==> src/rtl/torrence_params.sv <==
// Shared types and width helpers for the torrence memory subsystem.
//   memory_operation_size_e : access size seen by the data array and the CPU port
//   cache_state_e           : cache controller FSM states
//   idx_w / tag_w           : address-field widths derived from cache geometry
package torrence_params;

    typedef enum logic [1:0] {
        BYTE = 2'd0,
        HALF = 2'd1,
        WORD = 2'd2
    } memory_operation_size_e;

    typedef enum logic [1:0] {
        CACHE_IDLE      = 2'd0,
        CACHE_LOOKUP    = 2'd1,
        CACHE_WRITEBACK = 2'd2,
        CACHE_FILL      = 2'd3
    } cache_state_e;

    // Index width for n entries; never zero so a one-entry dimension stays addressable.
    function automatic int idx_w(input int n);
        return (n > 1) ? $clog2(n) : 1;
    endfunction

    // Tag width once byte offset, word offset and set index are removed.
    function automatic int tag_w(input int xlen, input int sets, input int words);
        return xlen - 2 - idx_w(words) - idx_w(sets);
    endfunction

endpackage

==> src/rtl/cache_tag_store.sv <==
// Tag/valid/dirty array with hit compare, victim choice and per-set round-robin.
//   lookup_set/lookup_tag : set being serviced and tag being searched
//   hit/hit_way           : tag match among valid ways
//   victim_*              : way to replace (lowest invalid, else round-robin) and its state
//   set_dirty             : mark the hit way dirty
//   clr_dirty             : clear dirty on upd_way after writeback
//   fill_done             : install lookup_tag in upd_way, valid=1, dirty=0, bump pointer
module cache_tag_store
    import torrence_params::*;
#(
    parameter int NUM_SETS = 4,
    parameter int ASSOC    = 2,
    parameter int TAG_W    = 25,
    parameter int SET_W    = idx_w(NUM_SETS),
    parameter int WAY_W    = idx_w(ASSOC)
) (
    input  logic             clk,
    input  logic             reset,
    input  logic [SET_W-1:0] lookup_set,
    input  logic [TAG_W-1:0] lookup_tag,
    output logic             hit,
    output logic [WAY_W-1:0] hit_way,
    output logic [WAY_W-1:0] victim_way,
    output logic             victim_valid,
    output logic             victim_dirty,
    output logic [TAG_W-1:0] victim_tag,
    input  logic             set_dirty,
    input  logic             clr_dirty,
    input  logic             fill_done,
    input  logic [WAY_W-1:0] upd_way
);

    logic [TAG_W-1:0]                tags [NUM_SETS][ASSOC];
    logic [NUM_SETS-1:0][ASSOC-1:0]  valid;
    logic [NUM_SETS-1:0][ASSOC-1:0]  dirty;
    logic [NUM_SETS-1:0][WAY_W-1:0]  rr;

    always_comb begin
        hit     = 1'b0;
        hit_way = '0;
        for (int w = 0; w < ASSOC; w++) begin
            if (valid[lookup_set][w] && tags[lookup_set][w] == lookup_tag) begin
                hit     = 1'b1;
                hit_way = WAY_W'(w);
            end
        end
    end

    // Walk downwards so the lowest-index invalid way is the one that sticks.
    always_comb begin
        victim_way = rr[lookup_set];
        for (int w = ASSOC - 1; w >= 0; w--) begin
            if (!valid[lookup_set][w]) victim_way = WAY_W'(w);
        end
    end

    assign victim_valid = valid[lookup_set][victim_way];
    assign victim_dirty = dirty[lookup_set][victim_way];
    assign victim_tag   = tags[lookup_set][victim_way];

    // Tags need no reset: a line is only trusted once its valid bit is set.
    always_ff @(posedge clk) begin
        if (fill_done) tags[lookup_set][upd_way] <= lookup_tag;
    end

    always_ff @(posedge clk or posedge reset) begin
        if (reset) begin
            valid <= '0;
            dirty <= '0;
            rr    <= '0;
        end else if (fill_done) begin
            valid[lookup_set][upd_way] <= 1'b1;
            dirty[lookup_set][upd_way] <= 1'b0;
            rr[lookup_set] <= (rr[lookup_set] == WAY_W'(ASSOC - 1)) ? '0 : rr[lookup_set] + 1'b1;
        end else if (set_dirty) begin
            dirty[lookup_set][hit_way] <= 1'b1;
        end else if (clr_dirty) begin
            dirty[lookup_set][upd_way] <= 1'b0;
        end
    end

endmodule

==> src/rtl/cache_controller.sv <==
// Write-back, write-allocate set-associative cache controller.
//   req_* / resp_*  : CPU side, one request in flight, response pulse per request
//   mem_*           : word-wide backing memory, one transaction outstanding at a time
//   dl_*            : drives the parent's datalines (data-only) array; dl_fetched_word
//                     is its combinational read of the selected set/way/word
module cache_controller
    import torrence_params::*;
#(
    parameter int XLEN           = 32,
    parameter int NUM_SETS       = 4,
    parameter int WORDS_PER_LINE = 8,
    parameter int ASSOC          = 2
) (
    input  logic                              clk,
    input  logic                              reset,
    input  logic                              req_valid,
    output logic                              req_ready,
    input  logic [XLEN-1:0]                   req_addr,
    input  logic                              req_rw,
    input  memory_operation_size_e            req_size,
    input  logic [XLEN-1:0]                   req_wdata,
    output logic                              resp_valid,
    output logic [XLEN-1:0]                   resp_rdata,
    output logic                              mem_req_valid,
    input  logic                              mem_req_ready,
    output logic                              mem_req_rw,
    output logic [XLEN-1:0]                   mem_req_addr,
    output logic [XLEN-1:0]                   mem_wdata,
    input  logic                              mem_resp_valid,
    input  logic [XLEN-1:0]                   mem_rdata,
    output logic                              dl_perform_write,
    output logic [idx_w(NUM_SETS)-1:0]        dl_set,
    output logic [idx_w(ASSOC)-1:0]           dl_way,
    output logic [idx_w(WORDS_PER_LINE)-1:0]  dl_word_select,
    output logic [1:0]                        dl_byte_select,
    output memory_operation_size_e            dl_op_size,
    output logic [XLEN-1:0]                   dl_word_to_store,
    input  logic [XLEN-1:0]                   dl_fetched_word
);

    localparam int WORD_W = idx_w(WORDS_PER_LINE);
    localparam int SET_W  = idx_w(NUM_SETS);
    localparam int WAY_W  = idx_w(ASSOC);
    localparam int TAG_W  = tag_w(XLEN, NUM_SETS, WORDS_PER_LINE);
    localparam logic [WORD_W-1:0] LAST_BEAT = WORD_W'(WORDS_PER_LINE - 1);

    cache_state_e            state;
    logic [XLEN-1:0]         addr_q;
    logic [XLEN-1:0]         wdata_q;
    logic                    rw_q;
    memory_operation_size_e  size_q;
    logic [WORD_W-1:0]       beat;
    logic                    wait_resp;   // fill read accepted, data not yet returned
    logic [WAY_W-1:0]        vic_way_q;
    logic [TAG_W-1:0]        vic_tag_q;

    logic [1:0]              a_byte;
    logic [WORD_W-1:0]       a_word;
    logic [SET_W-1:0]        a_set;
    logic [TAG_W-1:0]        a_tag;

    assign {a_tag, a_set, a_word, a_byte} = addr_q;

    logic             hit, victim_valid, victim_dirty;
    logic [WAY_W-1:0] hit_way, victim_way;
    logic [TAG_W-1:0] victim_tag;
    logic             set_dirty, clr_dirty, fill_done;

    cache_tag_store #(
        .NUM_SETS (NUM_SETS),
        .ASSOC    (ASSOC),
        .TAG_W    (TAG_W)
    ) u_tags (
        .clk          (clk),
        .reset        (reset),
        .lookup_set   (a_set),
        .lookup_tag   (a_tag),
        .hit          (hit),
        .hit_way      (hit_way),
        .victim_way   (victim_way),
        .victim_valid (victim_valid),
        .victim_dirty (victim_dirty),
        .victim_tag   (victim_tag),
        .set_dirty    (set_dirty),
        .clr_dirty    (clr_dirty),
        .fill_done    (fill_done),
        .upd_way      (vic_way_q)
    );

    logic mem_fire, beat_last, fill_beat;

    assign mem_fire  = mem_req_valid && mem_req_ready;
    assign beat_last = (beat == LAST_BEAT);
    assign fill_beat = (state == CACHE_FILL) && wait_resp && mem_resp_valid;

    always_comb begin
        req_ready        = (state == CACHE_IDLE);
        resp_valid       = 1'b0;
        resp_rdata       = '0;
        mem_req_valid    = 1'b0;
        mem_req_rw       = 1'b0;
        mem_req_addr     = '0;
        mem_wdata        = '0;
        dl_perform_write = 1'b0;
        dl_set           = a_set;
        dl_way           = vic_way_q;
        dl_word_select   = a_word;
        dl_byte_select   = a_byte;
        dl_op_size       = size_q;
        dl_word_to_store = wdata_q;
        set_dirty        = 1'b0;
        clr_dirty        = 1'b0;
        fill_done        = 1'b0;
        case (state)
            CACHE_LOOKUP: begin
                dl_way = hit_way;
                if (hit) begin
                    resp_valid = 1'b1;
                    if (rw_q) begin
                        dl_perform_write = 1'b1;
                        set_dirty        = 1'b1;
                    end else begin
                        resp_rdata = dl_fetched_word;
                    end
                end
            end
            CACHE_WRITEBACK: begin
                dl_word_select = beat;
                dl_op_size     = WORD;
                mem_req_valid  = 1'b1;
                mem_req_rw     = 1'b1;
                mem_req_addr   = {vic_tag_q, a_set, beat, 2'b00};
                mem_wdata      = dl_fetched_word;
                clr_dirty      = mem_fire && beat_last;
            end
            CACHE_FILL: begin
                dl_word_select   = beat;
                dl_op_size       = WORD;
                dl_word_to_store = mem_rdata;
                mem_req_valid    = !wait_resp;
                mem_req_addr     = {a_tag, a_set, beat, 2'b00};
                dl_perform_write = fill_beat;
                fill_done        = fill_beat && beat_last;
            end
            default: ;
        endcase
    end

    always_ff @(posedge clk or posedge reset) begin
        if (reset) begin
            state     <= CACHE_IDLE;
            addr_q    <= '0;
            wdata_q   <= '0;
            rw_q      <= 1'b0;
            size_q    <= WORD;
            beat      <= '0;
            wait_resp <= 1'b0;
            vic_way_q <= '0;
            vic_tag_q <= '0;
        end else begin
            case (state)
                CACHE_IDLE: begin
                    if (req_valid) begin
                        addr_q  <= req_addr;
                        wdata_q <= req_wdata;
                        rw_q    <= req_rw;
                        size_q  <= req_size;
                        state   <= CACHE_LOOKUP;
                    end
                end
                CACHE_LOOKUP: begin
                    if (hit) begin
                        state <= CACHE_IDLE;
                    end else begin
                        // Victim is captured here so later tag-store updates cannot move it.
                        vic_way_q <= victim_way;
                        vic_tag_q <= victim_tag;
                        beat      <= '0;
                        wait_resp <= 1'b0;
                        state     <= (victim_valid && victim_dirty) ? CACHE_WRITEBACK : CACHE_FILL;
                    end
                end
                CACHE_WRITEBACK: begin
                    if (mem_fire) begin
                        beat <= beat_last ? '0 : beat + 1'b1;
                        if (beat_last) state <= CACHE_FILL;
                    end
                end
                CACHE_FILL: begin
                    if (!wait_resp) begin
                        if (mem_req_ready) wait_resp <= 1'b1;
                    end else if (mem_resp_valid) begin
                        wait_resp <= 1'b0;
                        beat      <= beat_last ? '0 : beat + 1'b1;
                        if (beat_last) state <= CACHE_LOOKUP;
                    end
                end
                default: state <= CACHE_IDLE;
            endcase
        end
    end

endmodule

==> config.mk <==
export PLATFORM = sky130hd
export DESIGN_NAME = cache_controller
export DESIGN_NICKNAME = d
export VERILOG_FILES = /design/src/rtl/torrence_params.sv /design/src/rtl/cache_tag_store.sv /design/src/rtl/cache_controller.sv
export SDC_FILE = /design/constraint.sdc
export NUM_CORES = 1
export LEC_CHECK = 0
export BUFFER_PORTS_ARGS = -buffer_cell sky130_fd_sc_hd__buf_2
export CAP_MARGIN = 40
export CORE_MARGIN = 2
export CORE_UTILIZATION = 55
export CTS_BUF_LIST = sky130_fd_sc_hd__clkbuf_8
export CTS_CLUSTER_SIZE = 40
export DETAILED_ROUTE_END_ITERATION = 16
export PLACE_DENSITY = 0.78
export SYNTH_ARGS = -nofsm -noshare
export SYNTH_HDL_FRONTEND = slang
export SYNTH_SLANG_ARGS = --single-unit
==> constraint.sdc <==
create_clock -name clk -period 7.9 [get_ports clk]
set_input_delay 1.185 -clock clk [delete_from_list [all_inputs] [get_ports clk]]
set_output_delay 1.185 -clock clk [all_outputs]
set_load 0.03 [all_outputs]
==> results.toml <==
[floorplan]
die-height_um = 169
core_area_um2 = 26900
std_cell_rows = 60
start_util_pct = 55.9
io_pins = 279
die_area_um2 = 28600
chipWidth_um = 169

[detailed_routing]
drc_errors = 0
wirelength_um = 36900
first_iter_violations = 853
num_vias = 9898
drtAntennaViolNets = 0
viasPerCell = 5.82
drtPass1Iterations = 5
drt-wirelength-per-cell_um = 21.7

[critical_path]
start_kind = "flop"
timing.critical_path.slowest_stage_cell = "sky130_fd_sc_hd__dfrtp_4"
path_max_fanout = 58
reg2reg_from = "addr_q[6]"
worstRegToRegCells = 10
worstSetupEndpointType = "primary output"
critical_path_required_ns = 6.71
setup.worst_path.class = "flop to primary output"
cp_slowest_stage_delay_ns = 0.98
worst_path_cell_chain = "buf_4 -> mux2i_1 -> o22ai_1 -> a2111oi_0 -> o21ai_0 -> nand4b_1 -> a21boi_1 -> nor3_4 -> and2_1 -> buf_2"
regToRegEndpoint = "vic_tag_q[11]"
worst-endpoint-arrival_ns = 5.10
rrSetupSlack_ns = 3.53

[timing]
rsz0062_at_grt = "no"
finalHoldViolations = 0
relSlewSlack_pct = 42.8
fmaxAchievable_mhz = 159
timing.final.crit_period_ns = 6.28
fin_tns_setup_ns = 0
final.period_utilization_pct = 79.5
tightestPinTransition_ns = 0.858
timing.final.setup_violations = 0
final_count_of_pins_violating_max_slew = 0
fin_skew_ns = 0.0273

[power_and_ir_drop]
sw_frac_of_total_pct = 38.7
combinationalPowerShare_pct = 38.4
peakVddDrop_v = 0.000240
cellPowerDensity_nw_per_um2 = 385
netSwitchingPower_w = 0.00265
cell_internal_pwr_w = 0.00421
power.static_leakage_nw = 7.43
sequentialPowerShare_pct = 38.9
power.clock.fraction_pct = 22.7

[global_route]
grt_start_max_net_pins = 68
grt_overflow = 0
global_route.usage.total_pct = 25.2
grt_first_pass_wirelength_um = 54700
grt_antenna_before_repair = 2
first_global_vias = 9567

[synth]
synth_edf_count = 200
syn_inst = 1034
syn-mean-instance-area_um2 = 14.5
synth_seq_area_share_pct = 59.8
post-synth-top-area-fraction_pct = 40.0
synth.ff_latch_count = 319
ys_dominant_reg_cell = "sky130_fd_sc_hd__edfxtp_1"
async_reset_ff_share_pct = 37.3
yosys_warnings = 0
synthTopCellsByCount = "200 x sky130_fd_sc_hd__edfxtp_1, 118 x sky130_fd_sc_hd__dfrtp_1, 108 x sky130_fd_sc_hd__mux2_2"
synth_cell_types = 77
post_synth_main_area_contributors = "sky130_fd_sc_hd__edfxtp_1 40%, sky130_fd_sc_hd__dfrtp_1 20%, sky130_fd_sc_hd__mux2_2 8.1%"
post_synth_instance_area_um2 = 15000
yosysMostFrequentCell = "sky130_fd_sc_hd__edfxtp_1"
yosysTopAreaCell = "sky130_fd_sc_hd__edfxtp_1"

[clock_network]
post_cts.repair.setup_buffers = 0
post_cts_resize_count = 0
cts.root.buffer_cell = "sky130_fd_sc_hd__clkbuf_8"
clockBufferDepth = 3
clock_insertion_delay_worst_skew_ns = 0.58
cts_hold_repair.buffers = 0
clk_pin_slew_ns = 0.06
tritoncts = "yes"
numCtsBuffers = 52
numClockSinks = 319
cts_max_level = 2

[min_path]
timing.hold.worst_endpoint = "u_tags.valid[6]"
hold-path-cell-count = 1
min-delay-start = "u_tags.valid[6]"
min_path_type = "flop to flop"

[job]
cap_violations = 0

[final_layout]
filler_cell_count = 1928
area.growth.synth_to_final_pct = 18.8
multi_input_area_um2 = 5610
instances_no_fill = 1702
final_layout_size_suffix_gt1_share_pct = 42.1
antennaDiodeCount = 0
count_of_nets_after_finishing = 1459
regArea_um2 = 8990

[placed_design]
gp_routability_congestion = 0.843
port_buffers = 276
dpl.hpwl_um = 24100
numPlacedInstances = 1604

[status]
run_status = "complete, no violations"
-- placed cells by master, fill, tap and decap left out, types with 28 or more instances in the layout --
| master | synthesis | routed |
|---|---|---|
| sky130_fd_sc_hd__edfxtp_1 | 200 | 200 |
| sky130_fd_sc_hd__xnor2_1 | 41 | 41 |
| sky130_fd_sc_hd__nor2_1 | 47 | 43 |
| sky130_fd_sc_hd__buf_2 | 7 | 276 |
| sky130_fd_sc_hd__a22o_1 | 30 | 30 |
| sky130_fd_sc_hd__mux2i_1 | 60 | 60 |
| sky130_fd_sc_hd__mux4_2 | 39 | 39 |
| sky130_fd_sc_hd__dfrtp_1 | 118 | 116 |
| sky130_fd_sc_hd__clkbuf_8 | 0 | 65 |
| sky130_fd_sc_hd__inv_1 | 14 | 28 |
| sky130_fd_sc_hd__mux2_2 | 108 | 108 |
| sky130_fd_sc_hd__nand2_1 | 32 | 31 |
| sky130_fd_sc_hd__and2_1 | 76 | 76 |
-- sequential cells by signal (all words and copies together) (netlist names), 3 cells and up --
| register | flops |
|---|---|
| wdata_q | 32 |
| vic_tag_q | 25 |
| u_tags.rr | 4 |
| u_tags.dirty | 8 |
| addr_q | 32 |
| u_tags.valid | 8 |
| beat | 3 |
| u_tags.tags | 200 |
-- cell families after synthesis --
kind of cell,after synthesis,share of synthesized area (%)
adders and majority gates,6,0.500
muxes,211,18.3
xor gates and xnor gates,45,2.62
and+or+nand+nor,223,8.21
buffers and inverters,85,3.16
other,1,0.0250
AOI/OAI and AO/OA,144,7.38
DFF,319,59.8
-- layer usage --
metal | vias to the layer above | share of wire (%) | track usage, %
met5 | - | 0 | 0
met4 | 0 | 1.6 | 7.32
met3 | 48 | 8.0 | 5.25
met2 | 436 | 51 | 43.2
met1 | 4938 | 40 | 32.7
li1 | 4476 | - | -
-- final cells by class --
cell class                      count  area share [%]
Tap cell                          341            2.39
Multi-Input combinational cell    631            31.5
Timing Repair Buffer              297            8.78
Clock buffer                       65            5.01
Inverter                           16           0.351
Sequential cell                   319            50.4
Clock inverter                     33            1.59
-- worst max-delay path by stage --
stage | from | endpoint | slack [ns] | cells after the start
floorplan | reset | addr_q[0] | 3.56 | 1
global placement | addr_q[6] | resp_rdata[17] | 2.62 | 10
detailed placement | addr_q[6] | resp_rdata[17] | 2.45 | 10
CTS | addr_q[6] | resp_rdata[17] | 1.71 | 10
global route | addr_q[6] | resp_rdata[17] | 1.29 | 10
finish | addr_q[6] | resp_rdata[17] | 1.62 | 10
-- power by group through the flow --
stage | combinational (W) | sequential [W] | clock (W)
after floorplan | 0.00219 | 0.00243 | 0
after global placement | 0.00258 | 0.00268 | 0
after detailed placement | 0.00262 | 0.00271 | 0
after CTS | 0.00264 | 0.00267 | 0.00158
after global routing | 0.00281 | 0.00274 | 0.00166
final | 0.00264 | 0.00267 | 0.00156
-- worst max-delay path: cells and delay by family (launching register included) --
family | cells | cell delay [ns]
buffers and inverters | 2 | 0.69
DFF | 1 | 0.98
and+or+nand+nor | 3 | 1.24
muxes | 1 | 0.27
AOI/OAI and AO/OA | 4 | 1.29
-- metrics by stage --
step                      util [%]  power (W)  hold slack, ns  area, um2  setup WS (ns)
final                         66.4    0.00687           0.464      17800           1.62
after global routing          66.4    0.00721           0.481      17800           1.29
after CTS                     66.4    0.00689           0.462      17800           1.71
after detailed placement      62.0    0.00533           0.448      16700           2.45
after global placement        61.8    0.00527           0.446      16600           2.62
after floorplan                  -    0.00462           0.434      15000           3.56
Power figures use the tool's default switching activity.
